**config.mk**
```make
export PLATFORM = sky130hd
export DESIGN_NAME = ex_div_unit
export DESIGN_NICKNAME = d
export VERILOG_FILES = /design/src/rtl/ex_div_unit.sv
export SDC_FILE = /design/constraint.sdc
export NUM_CORES = 1
export LEC_CHECK = 0
export ABC_AREA = 0
export CAP_MARGIN = 0
export CORE_MARGIN = 2
export CORE_UTILIZATION = 30
export DETAILED_ROUTE_END_ITERATION = 10
export PLACE_DENSITY = 0.52
export SETUP_SLACK_MARGIN = 0.2
export SYNTH_ARGS = -nofsm -noshare
export SYNTH_HDL_FRONTEND = slang
export SYNTH_SLANG_ARGS = --single-unit
```
**constraint.sdc**
```tcl
create_clock -name clk -period 3.65 [get_ports clk]
set_input_delay 1.095 -clock clk [delete_from_list [all_inputs] [get_ports clk]]
set_output_delay 1.095 -clock clk [all_outputs]
set_load 0.02 [all_outputs]
```
**src/rtl/ex_div_unit.sv**
```systemverilog
// Iterative radix-2 restoring divider for RV32M DIV/DIVU/REM/REMU.
// One quotient bit per cycle on unsigned magnitudes, sign fix-up applied before DONE.
module ex_div_unit #(
    parameter int XLEN = 32
) (
    input  logic            clk,
    input  logic            rst_n,
    input  logic            flush,
    input  logic            start,
    input  logic [1:0]      divctl,
    input  logic [XLEN-1:0] op_a,
    input  logic [XLEN-1:0] op_b,
    input  logic            res_ack,
    output logic            ready,
    output logic            busy,
    output logic            res_valid,
    output logic [XLEN-1:0] result
);

    localparam int CW = $clog2(XLEN);

    typedef enum logic [1:0] {
        IDLE = 2'd0,
        CALC = 2'd1,
        FIX  = 2'd2,
        DONE = 2'd3
    } state_t;

    state_t          state_q;
    logic [CW-1:0]   count_q;
    logic            sel_rem_q;
    logic            neg_quo_q;
    logic            neg_rem_q;
    logic [XLEN-1:0] dvd_q;
    logic [XLEN-1:0] dsr_q;
    logic [XLEN-1:0] rem_q;
    logic [XLEN-1:0] result_q;

    logic            is_signed;
    logic [XLEN-1:0] a_mag;
    logic [XLEN-1:0] b_mag;
    logic            div_zero;
    logic            sgn_ovf;
    logic [XLEN-1:0] special_res;

    assign is_signed   = ~divctl[0];
    assign a_mag       = (is_signed && op_a[XLEN-1]) ? (~op_a + 1'b1) : op_a;
    assign b_mag       = (is_signed && op_b[XLEN-1]) ? (~op_b + 1'b1) : op_b;
    assign div_zero    = (op_b == '0);
    assign sgn_ovf     = is_signed && (op_a == {1'b1, {(XLEN-1){1'b0}}}) && (op_b == '1);
    assign special_res = div_zero ? (divctl[1] ? op_a : '1)
                                  : (divctl[1] ? '0 : op_a);

    // The shifted partial remainder needs XLEN+1 bits when the divisor's MSB is set;
    // one extra guard bit on the subtract turns its borrow into the compare.
    logic [XLEN:0]   rem_shift;
    logic [XLEN+1:0] diff;
    logic            step_ge;
    logic [XLEN-1:0] rem_d;
    logic [XLEN-1:0] quo_fixed;
    logic [XLEN-1:0] rem_fixed;

    assign rem_shift = {rem_q, dvd_q[XLEN-1]};
    assign diff      = {1'b0, rem_shift} - {2'b00, dsr_q};
    assign step_ge   = ~diff[XLEN+1];
    assign rem_d     = step_ge ? diff[XLEN-1:0] : rem_shift[XLEN-1:0];
    assign quo_fixed = neg_quo_q ? (~dvd_q + 1'b1) : dvd_q;
    assign rem_fixed = neg_rem_q ? (~rem_q + 1'b1) : rem_q;

    always_ff @(posedge clk or negedge rst_n) begin
        if (!rst_n) begin
            state_q   <= IDLE;
            count_q   <= '0;
            sel_rem_q <= 1'b0;
            neg_quo_q <= 1'b0;
            neg_rem_q <= 1'b0;
            dvd_q     <= '0;
            dsr_q     <= '0;
            rem_q     <= '0;
            result_q  <= '0;
        end else if (flush) begin
            state_q <= IDLE;
            count_q <= '0;
        end else begin
            case (state_q)
                IDLE: begin
                    if (start) begin
                        sel_rem_q <= divctl[1];
                        neg_quo_q <= is_signed && (op_a[XLEN-1] ^ op_b[XLEN-1]);
                        neg_rem_q <= is_signed && op_a[XLEN-1];
                        dvd_q     <= a_mag;
                        dsr_q     <= b_mag;
                        rem_q     <= '0;
                        count_q   <= '0;
                        if (div_zero || sgn_ovf) begin
                            result_q <= special_res;
                            state_q  <= DONE;
                        end else begin
                            state_q  <= CALC;
                        end
                    end
                end
                CALC: begin
                    // Dividend register doubles as the quotient: bits enter at the LSB.
                    rem_q   <= rem_d;
                    dvd_q   <= {dvd_q[XLEN-2:0], step_ge};
                    count_q <= count_q + 1'b1;
                    if (count_q == CW'(XLEN-1)) begin
                        state_q <= FIX;
                    end
                end
                FIX: begin
                    result_q <= sel_rem_q ? rem_fixed : quo_fixed;
                    state_q  <= DONE;
                end
                DONE: begin
                    if (res_ack) begin
                        state_q <= IDLE;
                    end
                end
                default: state_q <= IDLE;
            endcase
        end
    end

    assign ready     = (state_q == IDLE);
    assign busy      = (state_q == CALC) || (state_q == FIX);
    assign res_valid = (state_q == DONE);
    assign result    = result_q;

endmodule

```
[Word level (Yosys, flattened, before mapping)]
Cells that the tools add are included.
Word-level totals
  word-level logic and storage cells: 76
  output and inout bits: 35
  bits in registers: 138
Operators by class
  bitwise operators: 8
  mux-type cells: 25
  reductions and logical operators: 17
  eq/ne operators: 11
  add/sub/neg operators: 6
Operators with widths (number)
  two-way mux 32 bit: 13
  one-hot mux 32 bit (2 select lines): 3
  adder 32 x 1 -> 32 bit (second input constant): 4
  NOT 32 bit: 4
  == test 32 bit (second input constant): 2
  subtractor 33 x 32 -> 34 bit: 1
  logical NOT 32 bit: 1
  two-way mux 2 bit: 5
  two-way mux 5 bit: 2
  one-hot mux 5 bit (2 select lines): 1
  != test 3 bit (second input constant): 3
  AND reduction 3 bit: 3
  one-hot mux 2 bit (4 select lines): 1
  adder 5 x 1 -> 5 bit (second input constant): 1
  == test 5 bit (second input constant): 1
  logical AND 1 bit: 5
  == test 2 bit (second input constant): 2
  AND reduction 4 bit: 1
  nonzero test 2 bit: 2
  NOT 1 bit: 3
  nonzero test 3 bit: 1
  == test 2 x 1 -> 1 bit (second input constant): 1
  logical NOT 2 bit: 1
  logical OR 1 bit: 2
  other kinds (4): 4

[Depth between registers and ports, before layout]
  word-level depth: 8
  depth in mapped cells: 13
  gate-level depth less buffers: 11

[Worst setup path after synthesis]
No wires, ideal clock.
  path type: input to register
  from: input op_a[0]
  to: register result_q[22], in the netlist result[22]
  stages: 12
  library setup time: 136 ps
  arrival time: 3365 ps
  path buffers: 3
  slack: 149 ps
  path through: inv_1 -> ha_1 -> or3b_1 -> or4_1 -> clkbuf_1 -> or3_4 -> o32ai_4 -> a21oi_2 -> buf_6 -> buf_2 -> nand2_1 -> o21ai_0
On the way
  cells in the longest elaborated chain, start to end: 6
RTL lines
  start: declaration: line 11  | input logic [XLEN-1:0] op_a,
  == test 32 bit: line 50  | assign sgn_ovf = is_signed && (op_a == {1'b1, {(XLEN-1){1'b0}}}) && (op_b == '1);
  logical AND 1 bit (2 in a row): line 50
  logical OR 1 bit: line 95  | if (div_zero || sgn_ovf) begin
  != test 2 x 1 -> 1 bit (no line)
  AND reduction 4 bit (no line)
  end signal: assignment: line 96  | result_q <= special_res;
  end signal: assignment: line 113  | result_q <= sel_rem_q ? rem_fixed : quo_fixed;
  end: declaration: line 37  | logic [XLEN-1:0] result_q;
Every way passes these cells.
A chain may end at the register's enable or synchronous reset.

[Worst setup path in the final report]
  from: input op_a[10]
  to: register dvd_q[25]
On the way
  cells in the longest elaborated chain, start to end: 5
RTL lines
  NOT 32 bit: line 47  | assign a_mag = (is_signed && op_a[XLEN-1]) ? (~op_a + 1'b1) : op_a;
  adder 32 x 1 -> 32 bit: line 47
  two-way mux 32 bit: line 47
  two-way mux 32 bit: line 87  | if (start) begin
  one-hot mux 32 bit (2 select lines): line 85  | case (state_q)
  end signal: assignment: line 91  | dvd_q <= a_mag;
  end signal: assignment: line 106  | dvd_q <= {dvd_q[XLEN-2:0], step_ge};
  end: declaration: line 34  | logic [XLEN-1:0] dvd_q;
Every way passes these cells. The select of a mux whose other input is x is not followed.

==> flow_summary.toml <==
[synthesis]
synth_top_area_share_pct = 30.9
syn_inst = 1425
synth_enable_flop_cells = 0
ys_ff_latch = 138
ys_dominant_reg_cell = "sky130_fd_sc_hd__dfrtp_1"
async_reset_ff_share_pct = 100
synth_area_leaders = "sky130_fd_sc_hd__dfrtp_1, sky130_fd_sc_hd__o21ai_0, sky130_fd_sc_hd__nand2_1"
syn-cell-area_mm2 = 0.0112
mappedNetlistNets = 1541
synth.yosys.seq_area_share_pct = 30.9
synth_most_common_cell = "sky130_fd_sc_hd__nand2_1"
average_footprint_of_a_synthesized_cell_um2 = 7.84
post_synth_most_frequent_cells = "sky130_fd_sc_hd__nand2_1, sky130_fd_sc_hd__o21ai_0, sky130_fd_sc_hd__dfrtp_1, sky130_fd_sc_hd__a21oi_1, sky130_fd_sc_hd__nor2_1"
synthDominantAreaCellType = "sky130_fd_sc_hd__dfrtp_1"
ys_types = 78
ys.warnings.count = 0

[worst_setup_path]
library_cell_contributing_the_largest_single_delay_on_the_critical_path = "sky130_fd_sc_hd__or4_4"
critical_path.endpoint_type = "register"
worstSetupStartpoint = "op_a[10]"
critical_path.max_fanout = 3
arrival_ns = 3.74
timing.critical_path.cells = "clkdlybuf4s50_1, or4_4, or3_4, buf_4, or3b_4, or2_4, o41ai_4, xnor2_1, nor2_1, o21ai_1"
crit_buf_inv = 2
worst_r2r_startpoint = "rem_q[26]"
critical_path_required_ns = 4.01
critical_path_class = "input pin to register"
critPathTopFamily = "simple AND/OR/NAND/NOR gates"
cp-start-kind = "input pin"
largest_stage_delay_on_the_critical_path_ns = 0.44

[routing]
vias_after_detailed_routing = 11113
antenna_left = 0
detail_route.drc_violations = 0
detailedRoute.firstIterationViolations = 720
routedWlPerCell_um = 18.5
route.final.wire_length_um = 38600
detail_route.vias_per_cell = 5.32
first_pass_iters = 5

[placement]
place_ws_ns = -0.408
gp_routability_congestion = 0.886
portBuffers = 105
dp_hpwl_um = 29200

[finish]
multiInputGateArea_mm2 = 0.00735
final_nets = 1724
layout-drive-gt1-share_pct = 14.4
diodes = 0
fillCellCount = 3751
sequential_cell_area_mm2 = 0.00345
layout-area-overhead-vs-synth_pct = 30.0
layout.core_utilization_pct = 39.7

[sta]
fin_crit_sh_pct = 92.7
timing.clock.skew_ns = 0.0160
final-hold-violation-count = 0
worst_case_hold_slack_ns = 0.477
unrepaired_setup_endpoints_after_global_routing = "no"
slew_violations = 0
setup_violations = 0
final.setup.worst_slack_ns = 0.268
layout_min_cycle_time_ns = 3.38
slew_worst_pin_ns = 0.921
max_slew_margin_pct = 38.6
setup_total_negative_slack_ns = 0
fmax_mhz = 296

[grt]
wire_length_of_the_first_global_routing_pass_um = 60300
grt_start_max_net_pins = 60
globalRoute.totalOverflow = 0
first_global_vias = 10539
grt.total_usage_pct = 19.8
grt_antenna_before_repair = 0

[clock_tree]
cts.path.max_buffers = 2
clk_transition_reported_paths_ns = 0.07
tritoncts.num_buffers = 17
cts_max_level = 4
clock_insertion_delay_worst_skew_ns = 0.43
cts.sink_count = 138
tritoncts = "built"
cts-root-buf = "sky130_fd_sc_hd__clkbuf_16"

[power]
total_power_uw = 8700
total_power_density_per_cell_area_mw_per_mm2 = 599
switchingPower_uw = 3820
switching_share_pct = 44.0
ir_drop_mv = 0.273
cell_internal_pwr_uw = 4870
power.combinational.fraction_pct = 46.4
power.share.sequential_pct = 29.7
p_leak_uw = 0.00620
p_clk_share_pct = 23.8

[run_status]
run_status = "finished, final reports clean"

[die]
row_count = 70
placeableCoreArea_mm2 = 0.0366
num_io_pins = 106
die_y_um = 197
die-width_um = 197
start_util_pct = 30.5
dieArea_mm2 = 0.0388

[run]
drv.max_cap_violation_count = 0

[worst_hold_path]
hold_path_startpoint = "result[1]"
worst_hold_path_type = "register to register"
[power by group through the flow]
stage	sequential, uW	clock, uW	combinational, uW
finish	2590	2070	4040
global route	2660	2160	4490
CTS	2580	2100	3980
detailed placement	2600	0	3950
global placement	2590	0	3910
floorplan	2400	0	2740
[state kept, by name, indices dropped and copies added (netlist names)]
signal     cells
count_q        5
dsr_q         32
dvd_q         32
neg_quo_q      1
neg_rem_q      1
rem_q         32
result        32
sel_rem_q      1
state_q        2
[metrics by stage]
step | instances | area [um^2]
final | 2089 | 14500
after global routing | 2089 | 14500
after CTS | 2085 | 14400
after detailed placement | 2047 | 13500
after global placement | 2047 | 13500
after floorplan | 1425 | 11200
[final cells by class]
class                           instances  area share, %
Multi-Input combinational cell       1149           50.6
Clock buffer                           17           2.93
Sequential cell                       138           23.8
Tap cell                              468           4.03
Inverter                               57           1.47
Timing Repair Buffer                  245           15.4
Clock inverter                         15           1.77
[placed cells by master (no fill, tap or decap), drive strengths merged, types with 11 or more instances in the layout]
master / n
nand2: 199
o21ai: 187
buf: 142
dfrtp: 138
a21oi: 115
nor2: 107
clkdlybuf4s50: 91
xnor2: 77
xor2: 66
inv: 61
ha: 44
mux2i: 27
o31ai: 25
nor3: 25
or3: 24
nand3: 23
o41ai: 21
o211ai: 19
clkbuf: 18
nand2b: 17
a21o: 15
or4: 15
nand4: 14
nor4: 12
o21a: 11
[tightest hold or removal path, delay by kind of cell, from the launching register on]
family          cells  cell delay [ns]
flops               1             0.34
simple gates        1             0.04
compound gates      1             0.06
[routing by layer]
metal | vias to the layer above | GRT usage (%) | routed length [um]
li1 | 5473 | - | -
met1 | 5307 | 27.6 | 18600
met2 | 311 | 32.9 | 17900
met3 | 22 | 2.28 | 1640
met4 | 0 | 4.12 | 439
met5 | - | 0 | 0
[kinds of logic after synthesis]
kind of cell	count (synthesis)	share of synthesized area, %
AO/OA/AOI/OAI	460	25.4
multiplexers	28	2.52
flip-flops	138	30.9
AND/OR/NAND/NOR	472	20.0
buffers and inverters	139	4.84
adder cells (fa/ha/maj)	45	5.11
XOR/XNOR	143	11.2
[repair_timing]
action                                  in CTS  in global routing
gates resized for setup                     35                 33
endpoints found under the setup margin      29                 40
hold buffers                                 0                  0
setup buffers                                4                  2
pin swaps                                   10                 11
cloned                                       2                  2
[path summary, 6_finish.rpt]
check / endpoint / slack [ns] / cells after the start
setup / recovery: dvd_q[25] / 0.27 / 10
hold / removal: result[1] / 0.48 / 2
hold reg to reg: result[1] / 0.48 / 2
setup reg to reg: rem_q[29] / 0.49 / 9
max in group asynchronous: dsr_q[25] / 2.11 / 2
min in group asynchronous: result[3] / 0.63 / 1
No activity file was read; power rests on OpenSTA's default activity.
